$ cat config.mk
export PLATFORM = sky130hd
export DESIGN_NAME = exidy2_ioctl_router
export DESIGN_NICKNAME = d
export VERILOG_FILES = /design/src/rtl/exidy2_dl_pkg.sv /design/src/rtl/dl_skid_buf.sv /design/src/rtl/exidy2_ioctl_router.sv
export SDC_FILE = /design/constraint.sdc
export NUM_CORES = 1
export LEC_CHECK = 0
export CAP_MARGIN = 20
export CORE_MARGIN = 5
export CORE_UTILIZATION = 50
export DETAILED_ROUTE_END_ITERATION = 8
export GPL_TIMING_DRIVEN = 0
export PLACE_DENSITY_LB_ADDON = 0.25
export SYNTH_ARGS = -nofsm -noshare
export SYNTH_HDL_FRONTEND = slang
export SYNTH_SLANG_ARGS = --single-unit
$ cat constraint.sdc
create_clock -name clk_sys -period 6.5 [get_ports clk_sys]
set_input_delay 1.95 -clock clk_sys [delete_from_list [all_inputs] [get_ports clk_sys]]
set_output_delay 1.95 -clock clk_sys [all_outputs]
set_load 0.01 [all_outputs]
$ cat src/rtl/exidy2_dl_pkg.sv
// Shared constants and types for the exidy2 MRA download path.
package exidy2_dl_pkg;

  localparam int unsigned IOCTL_AW = 25;
  localparam int unsigned ROM_AW   = 16;
  localparam int unsigned DATA_W   = 8;

  localparam logic [7:0] IDX_ROM   = 8'd0;
  localparam logic [7:0] IDX_PCB   = 8'd1;
  localparam logic [7:0] IDX_SHIFT = 8'd2;
  localparam logic [7:0] IDX_DIP   = 8'd254;

  typedef enum logic [1:0] {
    IDLE,
    LOAD,
    DRAIN,
    DONE
  } dl_state_t;

  // One ROM write beat held in the handshake buffer.
  typedef struct packed {
    logic [ROM_AW-1:0] addr;
    logic [DATA_W-1:0] data;
  } dl_beat_t;

endpackage

$ cat src/rtl/dl_skid_buf.sv
// One-entry valid/ready holding register for ROM write beats.
module dl_skid_buf
  import exidy2_dl_pkg::*;
(
  input  logic     clk_sys,
  input  logic     reset,
  input  logic     cap_req,
  input  dl_beat_t cap_beat,
  input  logic     out_ready,
  output logic     valid,
  output dl_beat_t beat,
  output logic     capture_c,
  output logic     overrun_c
);

  logic retire_c;

  // A slot is free if empty or retiring this cycle; otherwise a request is an overrun.
  always_comb begin
    retire_c  = valid & out_ready;
    capture_c = cap_req & (~valid | retire_c);
    overrun_c = cap_req & valid & ~retire_c;
  end

  // Entry register; the payload only moves on capture so it is stable while stalled.
  always_ff @(posedge clk_sys) begin
    if (reset) begin
      valid <= 1'b0;
      beat  <= '0;
    end else if (capture_c) begin
      valid <= 1'b1;
      beat  <= cap_beat;
    end else if (retire_c) begin
      valid <= 1'b0;
    end
  end

endmodule

$ cat src/rtl/exidy2_ioctl_router.sv
// Routes the hps_io download stream to the ROM port and configuration registers,
// and sequences core reset around the ROM load.
module exidy2_ioctl_router
  import exidy2_dl_pkg::*;
#(
  parameter int unsigned ROM_BYTES = 65536,
  parameter int unsigned CNT_W     = 17
) (
  input  logic                clk_sys,
  input  logic                reset,
  input  logic                ioctl_download,
  input  logic                ioctl_wr,
  input  logic [24:0]         ioctl_addr,
  input  logic [7:0]          ioctl_dout,
  input  logic [7:0]          ioctl_index,
  output logic                ioctl_wait,
  output logic [15:0]         dn_addr,
  output logic [7:0]          dn_data,
  output logic                dn_wr,
  input  logic                dn_ready,
  output logic [7:0]          pcb,
  output logic [7:0]          mod_shift,
  output logic [63:0]         dip_flat,
  output logic                rom_ready,
  output logic                load_done,
  output logic                core_reset_req,
  output logic [CNT_W-1:0]    byte_count,
  output logic                oversize,
  output logic                overrun
);

  dl_state_t state;
  dl_beat_t  cap_beat;
  dl_beat_t  buf_beat;
  logic      buf_valid;
  logic      rom_wr_c;
  logic      addr_ok_c;
  logic      cap_req_c;
  logic      capture_c;
  logic      overrun_c;
  logic      buf_valid_next_c;

  // Classify the incoming strobe and predict buffer occupancy after this edge.
  always_comb begin
    rom_wr_c         = ioctl_wr & (ioctl_index == IDX_ROM) & (state == LOAD);
    addr_ok_c        = 32'(ioctl_addr) < ROM_BYTES;
    cap_req_c        = rom_wr_c & addr_ok_c;
    cap_beat         = '{addr: ioctl_addr[15:0], data: ioctl_dout};
    buf_valid_next_c = capture_c | (buf_valid & ~dn_ready);
  end

  dl_skid_buf u_buf (
    .clk_sys   (clk_sys),
    .reset     (reset),
    .cap_req   (cap_req_c),
    .cap_beat  (cap_beat),
    .out_ready (dn_ready),
    .valid     (buf_valid),
    .beat      (buf_beat),
    .capture_c (capture_c),
    .overrun_c (overrun_c)
  );

  assign dn_wr      = buf_valid;
  assign dn_addr    = buf_beat.addr;
  assign dn_data    = buf_beat.data;
  assign ioctl_wait = buf_valid & ~dn_ready;

  // Load sequencer with its status flags; core stays in reset until a load completes.
  always_ff @(posedge clk_sys) begin
    if (reset) begin
      state          <= IDLE;
      rom_ready      <= 1'b0;
      load_done      <= 1'b0;
      core_reset_req <= 1'b1;
      byte_count     <= '0;
      oversize       <= 1'b0;
      overrun        <= 1'b0;
    end else begin
      load_done <= 1'b0;
      if (capture_c && (byte_count != '1)) byte_count <= byte_count + CNT_W'(1);
      if (rom_wr_c && !addr_ok_c) oversize <= 1'b1;
      if (overrun_c) overrun <= 1'b1;
      case (state)
        IDLE: begin
          if (ioctl_download && (ioctl_index == IDX_ROM)) begin
            state          <= LOAD;
            byte_count     <= '0;
            oversize       <= 1'b0;
            overrun        <= 1'b0;
            rom_ready      <= 1'b0;
            core_reset_req <= 1'b1;
          end
        end
        LOAD: begin
          if (!ioctl_download) state <= buf_valid_next_c ? DRAIN : DONE;
        end
        DRAIN: begin
          if (!buf_valid_next_c) state <= DONE;
        end
        DONE: begin
          state          <= IDLE;
          load_done      <= 1'b1;
          rom_ready      <= 1'b1;
          core_reset_req <= 1'b0;
        end
        default: state <= IDLE;
      endcase
    end
  end

  // Configuration capture; accepted in any state and never back-pressured.
  always_ff @(posedge clk_sys) begin
    if (reset) begin
      pcb       <= '0;
      mod_shift <= '0;
      dip_flat  <= '0;
    end else if (ioctl_wr) begin
      case (ioctl_index)
        IDX_PCB:   pcb <= ioctl_dout;
        IDX_SHIFT: mod_shift <= ioctl_dout;
        IDX_DIP: begin
          if (ioctl_addr[24:3] == '0) dip_flat[{ioctl_addr[2:0], 3'b000} +: 8] <= ioctl_dout;
        end
        default: ;
      endcase
    end
  end

endmodule

; ---- After elaboration in Yosys (flattened, before gate mapping)
; Index checks and enable logic that the tools add are counted.
[totals]
output_inout_bits = 128
elab_cells = 77
reg_bits = 129
inputBits = 46
[classes]
n_shift = 2
bitwise_logic = 13
n_lt_le_gt_ge = 1
muxes = 22
add_sub_neg = 2
reduce_logical = 14
n_eq_ne = 10
[op_table]
columns = operator, count
row1 = $bwmux 64, 1
row2 = $shift 8x8->64 const A, 1
row3 = $shiftx 8x8->64, 1
row4 = $mux 17, 3
row5 = $lt 25x17->1 const B, 1
row6 = $logic_not 22->1, 1
row7 = $add 17x1->17 const B, 1
row8 = $ne 17x17->1 const B, 1
row9 = $mux 1, 12
row10 = $and 1x1->1, 8
row11 = $eq 8x1->1 const B, 1
row12 = $eq 8x2->1 const B, 1
row13 = $eq 8x8->1 const B, 1
row14 = $logic_not 8->1, 1
row15 = $neg 6->8, 1
row16 = $pmux 2 s4, 1
row17 = $mux 2, 3
row18 = $ne 2x2->1 const B, 3
row19 = $reduce_and 2->1, 3
row20 = $reduce_and 3->1, 2
row21 = $eq 2x2->1 const B, 2
row22 = $pmux 1 s2, 2
row23 = $reduce_bool 2->1, 2
row24 = $logic_and 1x1->1, 3
row25 = other kinds (5), 8

; ---- Logic depth before layout (Yosys ltp)
[depth]
word_depth = 9
ltp_mapped = 11
depth_no_buf = 9

; ---- Hierarchy
; From an unflattened synthesis, not the netlist that was laid out.
[unflattened]
cells_unflattened = 564
hier_area_um2 = 5753.0
[modules_own_cells]
columns = mod, seq_area_each_um2, cells_each, area_per_inst_um2, instances
row1 = exidy2_ioctl_router, 2082.0, 454, 4603.2, 1
row2 = dl_skid_buf, 500.5, 110, 1149.9, 1

; ---- Worst setup path before layout
; Ideal clock, no wire load.
[synth_timing]
kind = input to output
from = in dn_ready
to = out ioctl_wait
path_buffers = 0
path_slack_ps = 2233
required_time_ps = 4550
cell_stages = 2
arrival_ps = 2317
path_cell_list = nand2b_1 inv_1
[synth_via]
elab_chain_cells = 2
[synth_lines]
columns = item, line
row1 = from (decl), exidy2_ioctl_router.sv:20  ; input logic dn_ready,
row2 = $not 1->1, exidy2_ioctl_router.sv:67  ; assign ioctl_wait = buf_valid & ~dn_ready;
row3 = $and 1x1->1, exidy2_ioctl_router.sv:67
row4 = to (decl), exidy2_ioctl_router.sv:16  ; output logic ioctl_wait,
; No other way between the ends.

; ---- Worst setup path after layout
; Same ends and word-level chain as after synthesis.

==> results by group <==
Outcome
  • Status: complete, no violations

Die
  • Starting Density: 0.505
  • Die area: around 13000 µm²
  • Rows: 38
  • I/O pin count: 174
  • Die Height: between 100 and 150 µm
  • Core Region: 10700 µm²
  • Die Width: 114 µm

CTS
  • Clock transition at the registers of the reported paths: around 0.06 ns
  • CTS Buf Count: 17
  • CTS Hold Buffers Added: 0
  • CTS tree: yes
  • Post-CTS Setup Bufs: 0
  • Maximum clock insertion buffer count: 2
  • Root Buffer: clkbuf_8
  • Clk_lat worst skew: around 0.52 ns
  • Clock sink total: 129
  • CTS H-tree depth: 4
  • Gates resized, CTS repair: 0

Routing
  • Final wirelength: 16500 µm
  • Via count: about 5200
  • Drt drc: 0
  • Drt pass-1 iters: 5
  • Routed Antenna Nets: 0
  • DR WL/cell: 17.1 µm
  • Initial DRC Count: ~350
  • Vias per cell: 5.40

Finish
  • Layout cell share with drive strength beyond 1: 0.0667
  • Area Overhead vs Synth: 45.9%
  • Non-filler cells, final: 964
  • N_diodes: 0
  • Nets: 866

GRT
  • Gr usage total: 0.253
  • Vias in the first global route: 5150
  • Initial antenna violation count: 0
  • Largest net degree at the start of global routing: 17
  • First-pass GRT wire length: 26300 µm
  • GR Overflow Total: 0

Worst setup path
  • Critical Setup Path Class: in2out
  • CP Capture Type: primary output
  • RR Startpoint: byte_count[4]
  • Worst path arrival time: 3.39 ns
  • Critical path startpoint: dn_ready
  • Worst setup SP type: input port
  • Worst R2R Setup Slack: approximately 3.7 ns
  • CP most frequent cell: clkdlybuf4s50_1
  • CP Data Required Time: 4.55 ns
  • Crit-path leading delay family: buffers and inverters
  • Critical Path, Cell by Cell: clkdlybuf4s50_1, nand2b_1, inv_1, clkdlybuf4s50_1
  • Peak fanout along the critical path: 7
  • Critical path buffers and inverters: 3
  • Slowest stage delay, CP: 0.60 ns
  • Slowest cell on the critical path: clkdlybuf4s50_1

Hold path
  • Worst Hold Class: reg2reg
  • Hold Path Origin: u_buf.beat[12]

Timing
  • Worst Clk Skew: ~0.006 ns
  • Final setup TNS: 0 ns
  • RSZ-0062 raised after global routing: no
  • Period utilisation layout: 0.822
  • Finish-stage setup viols: 0
  • Worst Tran Pin Value: 0.785 ns
  • Hold Fails Final Rpt: 0
  • Slew Limit Fails: 0
  • Worst Setup Slack, final: 1.16 ns
  • Post-layout min period: 5.34 ns
  • Fmax achieved: 0.187 GHz
  • Slew headroom: 0.473

Synthesis
  • Yosys warnings: 0
  • Asr flop ratio synth: 0
  • Syn Inst Count: between 600 and 700
  • #FFs+latches synth: around 130
  • Post-synth EDFFs: 0
  • Synthesized cell area: 5430 µm²
  • Number of library cell types mapped by synthesis: 42
  • Avg Cell Area, Syn: slightly below 9 µm²
  • Prevailing post-synth register cell: dfxtp_1
  • Net Count, Synth: 675
  • Register area share after synthesis: 0.476

Placed design
  • Gpl congestion: 0.813
  • DP Wirelength: 11800 µm
  • Port bufs: 172
  • Placed Cells: 932
  • DP Worst Slack: about 1.2 ns

Power
  • Leakage: 2.81 nW
  • VDD IR max: 0.170 mV
  • Power Dens Cells: 233 nW/µm²
  • Power Total: around 0.0018 W

Run
  • MaxCap Viol Count: 0
==> power by group <==
part / leakage [nW] / internal [W] / switching (W)
clock: 0.286 / 0.000572 / 0.000373
combinational: 1.48 / 0.0000413 / 0.0000606
sequential: 1.04 / 0.000792 / 0.00000116
total: 2.81 / 0.00141 / 0.000435
==> metal layers <==
| layer | global-route usage | vias to the layer above | wire length, µm |
|---|---|---|---|
| met1 | 0.303 | 2477 | 6730 |
| met2 | 0.440 | 196 | 8440 |
| li1 | - | 2518 | - |
| met4 | 0.0903 | 0 | 239 |
| met3 | 0.0613 | 19 | 1070 |
| met5 | 0 | - | 0 |
==> logic make-up (layout without fill, tap and decap cells) <==
| kind of cell | after synthesis | in the layout | synth area share |
|---|---|---|---|
| AO/OA/AOI/OAI | 75 | 75 | 0.0775 |
| XOR/XNOR | 11 | 11 | 0.0177 |
| adder cells (fa/ha/maj) | 9 | 9 | 0.0207 |
| buffers and inverters | 60 | 264 | 0.0440 |
| flip-flops | 129 | 129 | 0.476 |
| multiplexers | 52 | 52 | 0.0961 |
| AND/OR/NAND/NOR | 284 | 284 | 0.268 |
==> sequential cells by signal, indices dropped and copies added (netlist names) <==
signal and flops:
byte_count 17, core_reset_req 1, dip_flat 64, load_done 1
mod_shift 8, overrun 1, oversize 1, pcb 8
rom_ready 1, state 2, u_buf.beat 24, u_buf.valid 1
==> worst min-delay path: cells and delay by family (launching register included) <==
| kind | cells | cell delay (ns) |
|---|---|---|
| simple gates | 1 | 0.05 |
| compound gates | 1 | 0.05 |
| flops | 1 | 0.31 |
==> metrics by stage <==
| stage | utilization | cell area (µm²) | hold WS [ns] |
|---|---|---|---|
| after floorplan | - | 5430 | 0.468 |
| after global placement | 0.682 | 7320 | 0.438 |
| after detailed placement | 0.682 | 7320 | 0.444 |
| after CTS | 0.737 | 7920 | 0.453 |
| after global routing | 0.737 | 7920 | 0.480 |
| final | 0.737 | 7920 | 0.450 |
==> area by class of cell <==
cell class                      count  area [µm²]
Fill cell                         832        2830
Multi-Input combinational cell    431        2610
Sequential cell                   129        2580
Timing Repair Buffer              172        1720
Clock buffer                       19         442
Buffer                             46         186
Tap cell                          140         175
Clock inverter                     13         150
Inverter                           14        52.6
==> cells in the final DEF (no fill, tap or decap), drive strengths merged, types with 3 or more instances in the layout <==
cell             n
xnor2           10
nor2b            4
mux2i           51
and3             3
a211oi           3
or3             10
inv             18
clkdlybuf4s50  172
nand2          101
nand3           24
clkbuf          58
or4              6
nor4            24
nor3             4
buf              7
and4             3
nor2            75
clkinv           5
dfxtp          129
ha               9
nand4           18
a21oi           60
a31o             5
==> path summary, 6_finish.rpt <==
path	end	depth (start not counted)
worst max-delay path	ioctl_wait	4
worst min-delay path	u_buf.beat[12]	2
worst max register to register	byte_count[13]	11
worst min register to register	u_buf.beat[12]	2
==> cell usage after synthesis, types with 4 or more instances <==
cell type  number  area [µm²]
dfxtp_1       129        2580
nand2_1       101         379
nor2_1         75         282
a21oi_1        60         300
mux2i_1        51         510
clkbuf_1       39         146
nand3_1        24         120
nand4_1        18         113
nor4_1         15        93.8
inv_1          14        52.6
or3_1          10        62.6
xnor2_1        10        87.6
ha_1            9         113
or4_1           6        45.0
a31o_2          5        43.8
buf_2           5        25.0
nor4_4          5         106
nor2b_1         4        25.0
nor4_2          4        50.1
Power figures use the tool's default switching activity.
